### src/rtl/modport_mem.sv
// modport_mem: single-port synchronous RAM, 2**ADDR_WIDTH words x DATA_WIDTH bits.
// Memory target behind the mem_to_test side of the test interface.
// Ports:
//   clk      - system clock, all state changes on rising edge
//   rst      - synchronous active-high reset; clears every word and data_out
//   read     - read strobe; data_out <= mem[addr] one clock later
//   write    - write strobe; mem[addr] <= data_in (wins over read)
//   addr     - word address
//   data_in  - write data
//   data_out - registered read data, holds between reads
module modport_mem #(
  parameter int unsigned ADDR_WIDTH = 5,
  parameter int unsigned DATA_WIDTH = 8
) (
  input  logic                  clk,
  input  logic                  rst,
  input  logic                  read,
  input  logic                  write,
  input  logic [ADDR_WIDTH-1:0] addr,
  input  logic [DATA_WIDTH-1:0] data_in,
  output logic [DATA_WIDTH-1:0] data_out
);

  localparam int unsigned DEPTH = 2 ** ADDR_WIDTH;

  logic [DATA_WIDTH-1:0] mem_q [DEPTH];
  logic [DATA_WIDTH-1:0] mem_d [DEPTH];
  logic [DATA_WIDTH-1:0] data_out_q;
  logic [DATA_WIDTH-1:0] data_out_d;

  // Next-state: write has priority; a read samples pre-edge contents.
  always_comb begin
    mem_d      = mem_q;
    data_out_d = data_out_q;
    if (write) begin
      mem_d[addr] = data_in;
    end else if (read) begin
      data_out_d = mem_q[addr];
    end
  end

  // State registers; reset overrides any strobe in the same cycle.
  always_ff @(posedge clk) begin
    if (rst) begin
      mem_q      <= '{default: '0};
      data_out_q <= '0;
    end else begin
      mem_q      <= mem_d;
      data_out_q <= data_out_d;
    end
  end

  assign data_out = data_out_q;

endmodule

### config.mk
export PLATFORM = sky130hd
export DESIGN_NAME = modport_mem
export DESIGN_NICKNAME = d
export VERILOG_FILES = /design/src/rtl/modport_mem.sv
export SDC_FILE = /design/constraint.sdc
export NUM_CORES = 1
export LEC_CHECK = 0
export BUFFER_PORTS_ARGS = -buffer_cell sky130_fd_sc_hd__buf_2
export CAP_MARGIN = 20
export CORE_UTILIZATION = 45
export DETAILED_ROUTE_END_ITERATION = 8
export PLACE_DENSITY_LB_ADDON = 0.2
export SLEW_MARGIN = 10
export SYNTH_ARGS = -nofsm -noshare
export SYNTH_HDL_FRONTEND = slang
export SYNTH_SLANG_ARGS = --single-unit
### constraint.sdc
create_clock -name clk -period 4.75 [get_ports clk]
set_input_delay 0.475 -clock clk [delete_from_list [all_inputs] [get_ports clk]]
set_output_delay 0.475 -clock clk [all_outputs]
set_load 0.05 [all_outputs]
Word-level counts from Yosys, hierarchy flattened
Cells that the tools add are included.
{"block": "classes", "muxes": 6, "n_bitwise": 2, "magnitude_cmp": 2, "n_shift": 0, "n_mul": 0, "div": 0, "reduce_logical": 2, "n_addsub": 0, "n_eq_ne": 0}
{"op": "$bwmux 256", "n": 1}
{"op": "$bmux 8 s5", "n": 1}
{"op": "$demux 8 s5", "n": 1}
{"op": "$mux 8", "n": 3}
{"op": "$ge 6x6->1 const B", "n": 1}
{"op": "$lt 6x1->1 const B", "n": 1}
{"op": "$not 5->6", "n": 1}
{"op": "$reduce_and 2->1", "n": 1}
{"op": "$logic_and 1x1->1", "n": 1}
{"op": "$not 1->1", "n": 1}
{"block": "totals", "rom_bits": 0, "latchBits": 0, "register_bits": 264, "n_memories": 0, "out_inout_bits": 8, "mem_bits_rw": 0}

Depth between registers and ports, before layout
{"block": "logic_depth", "ltp_word": 6, "mapped_depth": 8}

Worst setup path after synthesis
Ideal clock, no wire load.
{"block": "synth_timing", "path_kind": "input -> register", "startpoint": "in addr[1]", "endpoint": "reg data_out_q[1] (netlist: data_out[1])", "t_required_ns": 4.604, "t_arrival_ns": 1.794, "setup_slack_ns": 2.810, "path_stages": 8, "path_cell_list": "buf_4 buf_2 buf_2 mux4_2 nand2_1 o221ai_1 a211oi_1 a41oi_1"}
{"block": "synth_via", "elab_chain_cells": 4}
{"element": "start, declared", "line_no": "19", "rtl": "input logic [ADDR_WIDTH-1:0] addr,"}
{"element": "$not 5->6 (implied by the code)", "line_no": "38", "rtl": "data_out_d = mem_q[addr];"}
{"element": "$bmux 8 s5", "line_no": "38"}
{"element": "$mux 8 (implied by the code) (2 in series)", "line_no": "38"}
{"element": "end signal, assigned", "line_no": "49", "rtl": "data_out_q <= data_out_d;"}
{"element": "end, declared", "line_no": "28", "rtl": "logic [DATA_WIDTH-1:0] data_out_q;"}
No other way between the ends. The select of a mux whose other input is x is not followed.
A chain may end at the register's enable or synchronous reset.

Worst setup path after layout
{"block": "layout_timing", "startpoint": "in addr[0]", "endpoint": "reg mem_q[113] (netlist name)"}
{"block": "layout_via", "elab_chain_cells": 6, "elab_cells_between_ends": 7, "classes_between": "order compare: 2; mux: 3; bitwise: 1; reduce/logical: 1"}
{"element": "$not 5->6 (implied by the code) (*)", "line_no": "36", "rtl": "mem_d[addr] = data_in;"}
{"element": "$ge 6x6->1 (implied by the code) / $lt 6x1->1 (equally long branches)", "line_no": "36"}
{"element": "$logic_and 1x1->1 (implied by the code)", "line_no": "36"}
{"element": "$mux 8 (implied by the code)", "line_no": "36"}
{"element": "$demux 8 s5 (*)", "line_no": "36"}
{"element": "$bwmux 256 (*)", "line_no": "36"}
{"element": "end signal, assigned", "line_no": "48", "rtl": "mem_q <= mem_d;"}
{"element": "end, declared", "line_no": "26", "rtl": "logic [DATA_WIDTH-1:0] mem_q [DEPTH];"}
Every way passes the cells marked *; elsewhere a longest branch is shown, timed or not.

==> flow_summary.yaml <==
synthesis:
  synth_cell_types: 51
  async_flop_share_pct: 0
  yosysMostFrequentCell: "dfxtp_1"
  syn_inst: 1221
  synth.top_cells.by_area: "dfxtp_1 45%, mux2i_1 15%, mux4_2 6.5%"
  synth_edf_count: 0
  yosysWarnings: 0
  yosys.area.top_type: "dfxtp_1"
  synth.cells.most_frequent: "264 x dfxtp_1, 179 x mux2i_1, 173 x nor2_1, 126 x nand2_1, 109 x a21oi_1"
  postSynthAreaPerCell_sq_um: 9.66
  yosysSeqAreaShare_pct: 44.8
  syn_nets: 1238
  synth_top_area_share_pct: 44.8
  synth_seq_cells: 264
  syn_area_sq_um: 11800
  synth_ff_type: "dfxtp_1"
route:
  drtPass1Iterations: 5
  wl_um: 32700
  vias: 8990
  avgViaCountPerCell: 5.87
  wire_per_inst_um: 21.4
  drtAntennaViolNets: 0
  drt-initial-drc-count: 795
  drc_errors: 0
clocking:
  clock-sinks: 264
  cts_buffers: 29
  cts-resized-gates: 0
  clock_latency_ns: 0.56
  cts_setup_buffers: 0
  htreeDepth: 1
  ctsHoldBuffers: 0
  clk_pin_slew_ns: 0.06
  tritoncts: "built"
  clk_path_buf_depth: 3
  root_buffer: "clkbuf_16"
timing:
  rsz0062_at_grt: "no"
  relSlewSlack_pct: 36.3
  whs_ns: 0.452
  post-route-min-period_ns: 2.50
  hold_viol_final: 0
  worstMarginPinSlew_ns: 0.953
  setup_ws_ns: 2.25
  setup_tns_ns: 0
  finalSetupViolCount: 0
  min_period_over_period_pct: 52.7
  slew_violations: 0
  skew_ns: 0.0162
  clock.fmax_mhz: 399
final_layout:
  multi_input_area_sq_um: 5960
  fill_cells: 2411
  diodes: 0
  regArea_sq_um: 5290
  drive_gt1_share_pct: 11.6
  final_nets: 1200
  area_growth_pct: 8.21
place:
  portBuffers: 24
  dpl.hpwl_um: 20100
  pre_cts_ws_ns: 1.70
  gp_routability_congestion: 0.852
min_path:
  hold_path.class: "flop to flop"
  hold_depth: 2
  holdPathEnd: "mem_q[159]"
  hp-start: "mem_q[159]"
floorplan:
  die_area_sq_um: 26900
  num_io_pins: 25
  fp.dieH_um: 164
  die_w_um: 164
  initial_core_util_pct: 46.3
  coreArea_sq_um: 25500
  rows: 58
power:
  p_int_mw: 3.49
  power_frac_comb_pct: 6.5
  seqPwrFrac_pct: 48.6
  clkPwrFrac_pct: 44.9
  finalPower_mw: 4.62
  power_switching_mw: 1.13
  leakagePower_nw: 4.28
  switching_share_pct: 24.4
  power.density_nw_per_um2: 362
  vdd.ir_drop.worst_v: 0.000334
global_routing:
  grt_max_degree: 133
  grt_antenna_before_repair: 0
  gr-usage-all-layers_pct: 24.8
  gr-total-overflow: 0
  grt_first_pass_wirelength_um: 51300
  first_global_vias: 8537
setup_path:
  cp_max_fo: 41
  r2r-start: "mem_q[202]"
  r2r_cells: 5
  rr_endpoint: "data_out[2]"
  r2r_slack_ns: 2.79
  worst_setup_path_end_kind: "flop"
  cp.arrival_ns: 2.91
  cp_data_required_time_ns: 5.16
  start_kind: "input pin"
  crit_type: "input pin to flop"
status:
  status: "complete, no violations"
job:
  cap_viol_max_count: 0
-- power by group through the flow --
stage	Combinational, mW	Clock (mW)	Sequential, mW
2_1_floorplan	0.207	0	2.30
3_3_place_gp	0.295	0	2.29
3_5_place_dp	0.295	0	2.29
4_1_cts	0.296	2.12	2.25
5_1_grt	0.316	2.20	2.25
6_report	0.299	2.07	2.25
-- placed cells by master, fill, tap and decap left out, types with 2 or more instances in the layout --
master / instances
clkbuf_16: 29
dfxtp_1: 264
o22ai_1: 10
nor4_1: 3
a22o_1: 9
mux4_1: 13
nor3b_1: 2
o21ai_0: 58
buf_2: 22
nor2_4: 7
mux2_1: 2
and2b_1: 2
nand3_1: 56
a21oi_1: 109
mux2_2: 4
buf_4: 16
nor3_1: 6
a31oi_1: 2
clkbuf_8: 5
nand3b_2: 2
nand2_2: 2
a22oi_1: 4
nand2_1: 126
clkinv_2: 3
nor2_2: 7
nand2b_1: 4
a311oi_1: 2
mux4_2: 34
clkbuf_1: 11
mux2i_1: 179
inv_6: 2
o221ai_1: 2
nor3_4: 3
nor2_1: 173
a221oi_1: 4
and3_1: 2
and2_1: 3
a211oi_1: 4
-- how the worst max path moves through the flow --
stage,from,end,cells past startpoint
6_report,addr[0],mem_q[113],5
5_1_grt,addr[0],mem_q[118],5
4_1_cts,addr[0],mem_q[113],5
3_5_place_dp,addr[0],mem_q[113],5
3_3_place_gp,addr[0],mem_q[147],5
2_1_floorplan,addr[1],data_out[1],8
-- through the flow --
step,utilization [%],instances,instance area [sq um]
floorplan,-,1221,11800
detailed placement,46.7,1482,11900
CTS,50.1,1531,12800
global route,50.1,1531,12800
finish,50.1,1531,12800
global placement,46.7,1482,11900
-- registers in the layout (all words and copies together) (netlist names) --
register  flops
data_out      8
mem_q       256
-- routing by layer --
metal	global-route usage, %	wire length (um)	up-vias
li1	-	-	4227
met1	37.3	15600	4412
met2	37.9	14500	300
met3	2.63	1910	51
met4	5.89	679	0
met5	0	0	-
-- logic make-up (layout without fill, tap and decap cells) --
logic type | after synthesis | in the layout | share of synthesized area [%]
AOI/OAI and AO/OA | 210 | 210 | 9.95
and+or+nand+nor | 405 | 405 | 15.3
muxes | 233 | 233 | 25.3
buffers and inverters | 109 | 89 | 4.68
DFF | 264 | 264 | 44.8
-- cell type report --
cell class | count | area share (%)
sequential | 264 | 41.4
clock buffer | 44 | 6.44
tap | 330 | 3.24
multi-input combinational | 848 | 46.7
inverter | 1 | 0.0294
clock inverter | 5 | 0.255
timing repair buffer | 39 | 1.91
-- critical path, stage by stage --
cell	delay, ns
buf_4	0.59
nand3b_2	0.77
nor2_2	0.72
mux2i_1	0.27
nor2_1	0.05
Power figures use the tool's default switching activity.
